**config.mk**
```make
export PLATFORM = sky130hd
export DESIGN_NAME = uart_tx_sched
export DESIGN_NICKNAME = d
export VERILOG_FILES = /design/src/rtl/uart_pkg.sv /design/src/rtl/uart_tx_sched_baud_gen.sv /design/src/rtl/uart_tx_sched.sv
export SDC_FILE = /design/constraint.sdc
export NUM_CORES = 1
export LEC_CHECK = 0
export BUFFER_PORTS_ARGS = -buffer_cell sky130_fd_sc_hd__buf_4
export CORE_MARGIN = 2
export CORE_UTILIZATION = 35
export CTS_CLUSTER_SIZE = 10
export DETAILED_ROUTE_END_ITERATION = 12
export MAX_ROUTING_LAYER = met4
export SLEW_MARGIN = 15
export SYNTH_ARGS = -nofsm -noshare
export SYNTH_HDL_FRONTEND = slang
export SYNTH_SLANG_ARGS = --single-unit
```
**constraint.sdc**
```tcl
create_clock -name clk -period 7.48 [get_ports clk]
set_clock_uncertainty 0.05 [all_clocks]
set_input_delay 0.748 -clock clk [delete_from_list [all_inputs] [get_ports clk]]
set_output_delay 0.748 -clock clk [all_outputs]
set_load 0.01 [all_outputs]
```
**src/rtl/uart_pkg.sv**
```systemverilog
// Shared UART definitions: TX scheduler state encoding, width defaults,
// control-register address map and the parity helper.
package uart_pkg;

  localparam int UART_DATA_W = 16;
  localparam int UART_DIV_W  = 16;

  // TX scheduler state; encodings 7..15 are illegal and recover to idle.
  typedef enum logic [3:0] {
    TX_IDLE   = 4'd0,
    TX_FETCH  = 4'd1,
    TX_LOAD   = 4'd2,
    TX_START  = 4'd3,
    TX_DATA   = 4'd4,
    TX_PARITY = 4'd5,
    TX_STOP   = 4'd6
  } uart_tx_state_t;

  // Control-register map shared with the SPI control-register block.
  typedef enum logic [1:0] {
    UART_REG_CTRL   = 2'd0,
    UART_REG_BAUD   = 2'd1,
    UART_REG_TXDATA = 2'd2,
    UART_REG_STATE  = 2'd3
  } uart_reg_addr_t;

  // Even parity: the bit that makes the total count of ones even.
  function automatic logic even_parity(input logic [7:0] b);
    return ^b;
  endfunction

endpackage

```
**src/rtl/uart_tx_sched_baud_gen.sv**
```systemverilog
// Bit-period generator: counts 0..div while run is high and pulses tick on
// the last clock of each bit period. clr restarts the period.
module uart_baud_gen
  import uart_pkg::*;
#(
  parameter int DIV_W = UART_DIV_W
) (
  input  logic             clk,
  input  logic             rst_n,
  input  logic             clr,
  input  logic             run,
  input  logic [DIV_W-1:0] div,
  output logic             tick
);

  localparam logic [DIV_W-1:0] CNT_ONE = DIV_W'(1);

  logic [DIV_W-1:0] cnt_q;

  // Period counter: wraps to zero on the tick so periods run back to back.
  // NOTE: sequential state uses <= so every flop samples pre-edge values.
  always_ff @(posedge clk or negedge rst_n) begin
    if (!rst_n) begin
      cnt_q <= '0;
    end else if (clr) begin
      cnt_q <= '0;
    end else if (run) begin
      cnt_q <= (cnt_q == div) ? '0 : cnt_q + CNT_ONE;
    end
  end

  assign tick = run && (cnt_q == div);

endmodule

```
**src/rtl/uart_tx_sched.sv**
```systemverilog
// UART transmit scheduler: pops 16-bit words from the TX FIFO and sends each
// as two 8N1 frames, low byte first, with no gap between the two frames.
// Optional build macro UART_TX_PARITY_EN inserts an even-parity bit.
module uart_tx_sched
  import uart_pkg::*;
#(
  parameter int DATA_W = UART_DATA_W,
  parameter int DIV_W  = UART_DIV_W
) (
  input  logic              clk,
  input  logic              rst_n,
  input  logic              ctrl_en,
  input  logic [DIV_W-1:0]  baud_div,
  input  logic              fifo_empty,
  input  logic [DATA_W-1:0] fifo_rd_data,
  output logic              fifo_rd_en,
  output logic              txd,
  output logic              baud_tick,
  output logic              busy,
  output logic              frame_done,
  output logic [3:0]        state
);

  localparam int BYTE_W = 8;

  uart_tx_state_t    state_q, state_d;
  logic [DATA_W-1:0] word_q, word_d;
  logic [DIV_W-1:0]  div_q, div_d;
  logic              byte_sel_q, byte_sel_d;
  logic [2:0]        bit_cnt_q, bit_cnt_d;
  logic              txd_d;
  logic              baud_run, baud_clr;
  logic [BYTE_W-1:0] cur_byte;

  uart_baud_gen #(.DIV_W(DIV_W)) u_baud_gen (
    .clk   (clk),
    .rst_n (rst_n),
    .clr   (baud_clr),
    .run   (baud_run),
    .div   (div_q),
    .tick  (baud_tick)
  );

  // State register.
  always_ff @(posedge clk or negedge rst_n) begin
    if (!rst_n) state_q <= TX_IDLE;
    else        state_q <= state_d;
  end

  // Next-state logic; unknown or disabled encodings fall back to idle.
  // NOTE: state_d gets a default before the case so no latch is inferred.
  always_comb begin
    state_d = TX_IDLE;
    case (state_q)
      TX_IDLE:  state_d = (ctrl_en && !fifo_empty) ? TX_FETCH : TX_IDLE;
      TX_FETCH: state_d = TX_LOAD;
      TX_LOAD:  state_d = TX_START;
      TX_START: state_d = baud_tick ? TX_DATA : TX_START;
      TX_DATA: begin
        if (baud_tick && bit_cnt_q == 3'd7) begin
`ifdef UART_TX_PARITY_EN
          state_d = TX_PARITY;
`else
          state_d = TX_STOP;
`endif
        end else begin
          state_d = TX_DATA;
        end
      end
`ifdef UART_TX_PARITY_EN
      TX_PARITY: state_d = baud_tick ? TX_STOP : TX_PARITY;
`endif
      TX_STOP: begin
        if (baud_tick) state_d = byte_sel_q ? TX_IDLE : TX_START;
        else           state_d = TX_STOP;
      end
      default: state_d = TX_IDLE;
    endcase
  end

  // Datapath next values: word/divisor capture, bit counter, byte select.
  always_comb begin
    word_d     = word_q;
    div_d      = div_q;
    byte_sel_d = byte_sel_q;
    bit_cnt_d  = bit_cnt_q;
    case (state_q)
      TX_LOAD: begin
        word_d     = fifo_rd_data;
        div_d      = baud_div;
        byte_sel_d = 1'b0;
        bit_cnt_d  = 3'd0;
      end
      TX_DATA: if (baud_tick) bit_cnt_d = bit_cnt_q + 3'd1;
      TX_STOP: if (baud_tick && !byte_sel_q) byte_sel_d = 1'b1;
      default: ;
    endcase
  end

  // Datapath registers.
  always_ff @(posedge clk or negedge rst_n) begin
    if (!rst_n) begin
      word_q     <= '0;
      div_q      <= '0;
      byte_sel_q <= 1'b0;
      bit_cnt_q  <= 3'd0;
    end else begin
      word_q     <= word_d;
      div_q      <= div_d;
      byte_sel_q <= byte_sel_d;
      bit_cnt_q  <= bit_cnt_d;
    end
  end

  // Outputs: the serial level is computed for the state being entered so
  // txd can be a flop with no path from inputs; strobes decode current state.
  always_comb begin
    cur_byte = byte_sel_d ? word_d[2*BYTE_W-1:BYTE_W] : word_d[BYTE_W-1:0];
    txd_d    = 1'b1;
    case (state_d)
      TX_START:  txd_d = 1'b0;
      TX_DATA:   txd_d = cur_byte[bit_cnt_d];
`ifdef UART_TX_PARITY_EN
      TX_PARITY: txd_d = even_parity(cur_byte);
`endif
      default:   txd_d = 1'b1;
    endcase

    baud_run = 1'b0;
    case (state_q)
      TX_START, TX_DATA, TX_STOP: baud_run = 1'b1;
`ifdef UART_TX_PARITY_EN
      TX_PARITY: baud_run = 1'b1;
`endif
      default: baud_run = 1'b0;
    endcase

    // Only the start bit after a fresh load needs an explicit restart; the
    // STOP->START hand-off already wraps the counter on the stop tick.
    baud_clr   = (state_q == TX_LOAD);
    fifo_rd_en = (state_q == TX_FETCH);
    frame_done = (state_q == TX_STOP) && baud_tick;
  end

  // Registered line and busy flag; reset forces the line idle at once.
  always_ff @(posedge clk or negedge rst_n) begin
    if (!rst_n) begin
      txd  <= 1'b1;
      busy <= 1'b0;
    end else begin
      txd  <= txd_d;
      busy <= (state_d != TX_IDLE);
    end
  end

  assign state = state_q;

endmodule
```
## Word-level counts from Yosys, hierarchy flattened

Index checks and enable logic that the tools add are counted.

| operators by class | value |
|---|---|
| reduce and logical (&&, ||, !) cells | 11 |
| mux-type cells | 19 |
| equal/unequal tests | 9 |
| magnitude comparators | 1 |
| $add $sub $neg | 2 |

Operator list:

| kind | number |
|---|---|
| 16-bit two-way mux | 4 |
| 3-bit one-hot mux with 6 select lines | 1 |
| 16-bit by 1-bit adder with 16-bit output, second input constant | 1 |
| 16-bit == test | 1 |
| 4-bit by 2-bit == test with 1-bit output, second input constant | 3 |
| 4-bit by 3-bit == test with 1-bit output, second input constant | 3 |
| 3-bit two-way mux | 3 |
| 8-bit two-way mux | 1 |
| 3-bit one-hot mux with 2 select lines | 1 |
| 1-bit logical AND | 5 |
| 4-bit by 1-bit == test with 1-bit output, second input constant | 1 |
| 4-bit logical NOT | 1 |
| 3-bit by 4-bit less-than comparator with 1-bit output, second input constant | 1 |
| 1-bit two-way mux | 4 |
| 2-bit two-way mux | 2 |
| 1-bit one-hot mux with 2 select lines | 2 |
| 4-bit nonzero test | 1 |
| 3-bit by 1-bit adder with 3-bit output, second input constant | 1 |
| 1-bit binary-select mux with 3-bit select | 1 |
| 3-bit == test, second input constant | 1 |
| 3-bit OR reduction | 1 |
| 1-bit logical NOT | 2 |
| 2-bit nonzero test | 1 |

| storage, ports and cells | value |
|---|---|
| input bits | 36 |
| logic and storage cells | 50 |
| bits in registers | 58 |

## Longest topological paths before layout

| depth | value |
|---|---|
| word-level depth | 11 |
| gate-level depth with buffers | 11 |
| gate-level depth less buffers | 10 |

## Hierarchy

Synthesis repeated with hierarchy kept, for this count alone.

| second synthesis, totals | value |
|---|---|
| cells, all modules | 330 |
| area total of the unflattened synthesis | 3089.2 um2 |

Modules (own cells, without submodules):

| module | cells an instance | area an instance (um2) | instances | sequential area each (um2) |
|---|---|---|---|---|
| uart_tx_sched | 226 | 2039.5 | 1 | 1027.2 |
| uart_baud_gen | 104 | 1049.8 | 1 | 400.4 |

## Worst setup path before layout

OpenSTA, ideal clock, no wires.

| timing path | value |
|---|---|
| kind | register to register |
| from | register u_baud_gen.cnt_q[6] |
| to | register txd |
| path buffers | 1 |
| period minus slack after synthesis | 2.451 ns |
| required time | 7.349 ns |
| cell stages (with the launch flop) | 9 |
| setup slack | 5.029 ns |
| data arrival time | 2.320 ns |
| setup time | 0.081 ns |
| cells stage by stage | dfrtp_1 > xor2_1 > nor4_2 > and4_1 > buf_2 > nand2_1 > a211oi_2 > mux4_2 > a211oi_2 |

| between the ends | value |
|---|---|
| longest elaborated chain between the ends | 9 |

Ends and longest elaborated chain:

| item | line | RTL |
|---|---|---|
| start: declaration | uart_tx_sched_baud_gen.sv:18 | `logic [DIV_W-1:0] cnt_q;` |
| start signal: assignment | uart_tx_sched_baud_gen.sv:28 | `cnt_q <= (cnt_q == div) ? '0 : cnt_q + CNT_ONE;` |
| 16-bit == test (*) | uart_tx_sched_baud_gen.sv:32 | `assign tick = run && (cnt_q == div);` |
| 1-bit logical AND (*) | uart_tx_sched_baud_gen.sv:32 |  |
| 1-bit logical AND | uart_tx_sched.sv:95 | `TX_STOP: if (baud_tick && !byte_sel_q) byte_sel_d = 1'b1;` |
| 1-bit two-way mux | uart_tx_sched.sv:95 |  |
| 1-bit one-hot mux with 2 select lines | uart_tx_sched.sv:87 | `case (state_q)` |
| 8-bit two-way mux | uart_tx_sched.sv:118 | `cur_byte = byte_sel_d ? word_d[2*BYTE_W-1:BYTE_W] : word_d[BYTE_W-1:0];` |
| 1-bit binary-select mux with 3-bit select | uart_tx_sched.sv:122 | `TX_DATA: txd_d = cur_byte[bit_cnt_d];` |
| 1-bit two-way mux (not written as such) | uart_tx_sched.sv:122 |  |
| 1-bit one-hot mux with 2 select lines (*) | uart_tx_sched.sv:120 | `case (state_d)` |
| net txd_d | uart_tx_sched.sv:31 | `logic txd_d;` |
| end signal: assignment | uart_tx_sched.sv:151 | `txd <= txd_d;` |
| end: declaration | uart_tx_sched.sv:17 | `output logic txd,` |

The timed path passes the listed nets; every way through them passes the cells marked *. The select of a mux whose other input is x is not followed.
A chain may end at the register's enable or synchronous reset.

## Worst setup path in the final report

| timing path | value |
|---|---|
| from | register u_baud_gen.cnt_q[1] |
| to | register txd |

Same word-level chain as after synthesis.

==> summary.md <==
| Metric | Value |
|---|---|
| Synth warn | `0` |
| Clk Latency, worst-skew pair | `about 340 ps` |
| Die height | `roughly 95 µm` |
| IO Pins | `45` |
| CTS root buf | `clkbuf_8` |
| N_diodes | `0` |
| Endpoints failing setup | `0` |
| Post-synthesis sequential area ratio | `0.4942` |
| Initial Util | `0.3570` |
| Area leader, netlist | `dfrtp_1` |
| RSZ-0062 raised after global routing | `false` |
| Layout Nets | `~350` |
| Min Tclk post-route | `about 3000 ps` |
| Clock Sinks | `between 50 and 60` |
| Max IR drop VDD | `around 140 µV` |
| Max-cap viol count | `0` |
| Worst slew pin tran | `between 900 and 1000 ps` |
| Slew Viols, Final | `0` |
| Antenna-violating nets left | `0` |
| Die area | `about 9000 µm²` |
| Layout cell share with drive strength beyond 1 | `0.3333` |
| Leak Pwr | `~1.7 nW` |
| First-pass GRT wire length | `slightly above 10 mm` |
| Die Span X | `94.86 µm` |
| Post-CTS Resized | `0` |
| Gr ovfl total | `0` |
| HP Class | `in2async` |
| Vias in the first global route | `approximately 2100` |
| Area Growth Syn to Fin | `23.39%` |
| # H-tree levels | `3` |
| Vias/cell | `5.062` |
| Routed vias | `~2100` |
| Final hold viol count | `0` |
| Multi-input gate area | `around 1400 µm²` |
| Placer congestion estimate | `0.8126` |
| DP Wirelength | `4.445 mm` |
| Critical Path Source Type | `flip-flop` |
| Wire per inst | `~15 µm` |
| IO Port Bufs | `43` |
| Crit Reg-Reg Startpoint | `u_baud_gen.cnt_q[1]$_DFFE_PN0P_` |
| Cell Area, Synth | `just under 3000 µm²` |
| Register area | `between 1000 and 1500 µm²` |
| Avg Inst Size Synth | `between 10 and 15 µm²` |
| Initial drt markers | `roughly 130` |
| Worst R2R Path Depth | `9` |
| Relative slew slack | `0.3903` |
| Share of the synthesized area in the top cell type | `0.4851` |
| Crit path capture type | `flip-flop` |
| EDFF count, synth | `0` |
| Hold_ws | `around 400 ps` |
| Max FO, Critical Path | `20` |
| Layout fillers | `between 700 and 800` |
| Reg-to-reg setup timing slack | `about 4400 ps` |
| GRT Util Overall | `0.1558` |
| # Post-CTS Setup Buffers | `0` |
| Post-DP Area | `~3300 µm²` |
| Top cells by area, synth | `dfrtp_1 (49%), mux2_2 (12%), xor2_1 (5.5%), o21ai_0 (4.7%), mux2i_1 (3.1%)` |
| Synth cell count leaders | `dfrtp_1 (56), mux2_2 (32), o21ai_0 (27)` |
| Post-CTS Hold Fix Bufs | `0` |
| Period utilization | `0.4058` |
| Most frequent cell after synthesis | `dfrtp_1` |
| CTS buffer count | `9` |
| Arrival time worst endpoint | `~3300 ps` |
| Commonest register cell after synthesis | `dfrtp_1` |
| Worst Path Class, Setup | `reg2reg` |
| DRT Wirelength | `between 6 and 7 mm` |
| Seq cells post-synth | `57` |
| Core region area | `8093 µm²` |
| Syn Inst Count | `267` |
| Placed cells | `just over 400` |
| Non-Filler Instances | `420` |
| Asr flop ratio synth | `1.000` |
| CTS tree | `yes` |
| Post-Syn Nets | `306` |
| Fmax | `between 300 and 400 MHz` |
| Clock Path Buffers | `2` |
| Synth unique cells | `40` |
| Drt drc | `0` |
| Worst reg2reg path endpoint | `txd$_DFF_PN1_` |
| Largest net degree at the start of global routing | `58` |
| Final Util | `0.4405` |
| Clock-pin slew on the worst setup and hold paths | `~70 ps` |
| Pwr/cell area | `slightly below 300 nW/µm²` |
| Final instance area | `approximately 3600 µm²` |
| CP required | `a little under 8000 ps` |
| Setup TNS | `0 ps` |
| Row cnt | `33` |
| Initial antenna violation count | `0` |
| Status | `completed` |
| TritonRoute pass-1 iters | `4` |
## cells by family after synthesis
group | after synthesis | share of synthesized area
AO/OA/AOI/OAI | 46 | 0.09831
XOR/XNOR | 18 | 0.05457
adder cells (fa/ha/maj) | 3 | 0.01299
buffers and inverters | 20 | 0.02988
flip-flops | 57 | 0.4942
multiplexers | 42 | 0.1637
other | 1 | 0.001298
AND/OR/NAND/NOR | 80 | 0.1451
## cells in the final DEF, fill, tap and decap left out, types with 9 or more instances in the layout
| cell type | Yosys | final |
|---|---|---|
| clkbuf_8 | 0 | 11 |
| nand2_1 | 12 | 12 |
| mux2i_1 | 9 | 9 |
| nor2_1 | 23 | 22 |
| dfrtp_1 | 56 | 56 |
| nand3_1 | 18 | 18 |
| buf_4 | 2 | 46 |
| mux2_2 | 32 | 32 |
| o21ai_0 | 27 | 27 |
| xor2_1 | 18 | 18 |
| and3_1 | 13 | 13 |
## registers in the layout, indices dropped and copies added, names as in the netlist
signal / count
div_q: 16
u_baud_gen.cnt_q: 16
word_q: 16
bit_cnt_q: 3
state: 3
busy: 1
byte_sel_q: 1
txd: 1
## worst max-delay path, stage by stage, from the launching register on
cell	delay, ps
dfrtp_1	410
xor2_1	290
nor4_2	80
nand4_1	110
buf_4	250
nor4b_1	90
a311oi_2	790
mux2i_1	170
mux4_2	510
a211oi_2	180
## per-layer routing
metal,wire (µm),track usage
met5,0,-
met4,114,0.07971
met3,226,0.02474
met2,2895,0.2258
met1,2924,0.2110
## per-stage QoR
| step | power [mW] | worst slack [ps] |
|---|---|---|
| final | 1.052 | 4444 |
| after global routing | 1.110 | 4176 |
| after CTS | 1.063 | 4388 |
| after detailed placement | 0.6968 | 4403 |
| after global placement | 0.6889 | 4467 |
| after floorplan | 0.6162 | 5029 |
## layout make-up
type	instances	area share
sequential	57	0.4005
multi-input combinational	190	0.3882
timing repair buffer	46	0.09688
clock buffer	12	0.04352
tap	105	0.03686
clock inverter	4	0.02773
inverter	6	0.006318
## how the worst max path moves through the flow
stage | startpoint | endpoint | cells after the start
2_1_floorplan | u_baud_gen.cnt_q[6]$_DFFE_PN0P_ | txd$_DFF_PN1_ | 8
3_3_place_gp | u_baud_gen.cnt_q[6]$_DFFE_PN0P_ | txd$_DFF_PN1_ | 9
3_5_place_dp | u_baud_gen.cnt_q[6]$_DFFE_PN0P_ | txd$_DFF_PN1_ | 9
4_1_cts | u_baud_gen.cnt_q[1]$_DFFE_PN0P_ | txd$_DFF_PN1_ | 9
5_1_grt | u_baud_gen.cnt_q[6]$_DFFE_PN0P_ | txd$_DFF_PN1_ | 10
6_report | u_baud_gen.cnt_q[1]$_DFFE_PN0P_ | txd$_DFF_PN1_ | 9
## report_power, final
group	total, mW	internal [mW]	leakage, nW	switching (mW)
Clock	0.364	0.240	0.127	0.123
Combinational	0.221	0.124	0.861	0.0968
Sequential	0.467	0.399	0.706	0.0688
Note: power is estimated with default switching activity, not from simulation.
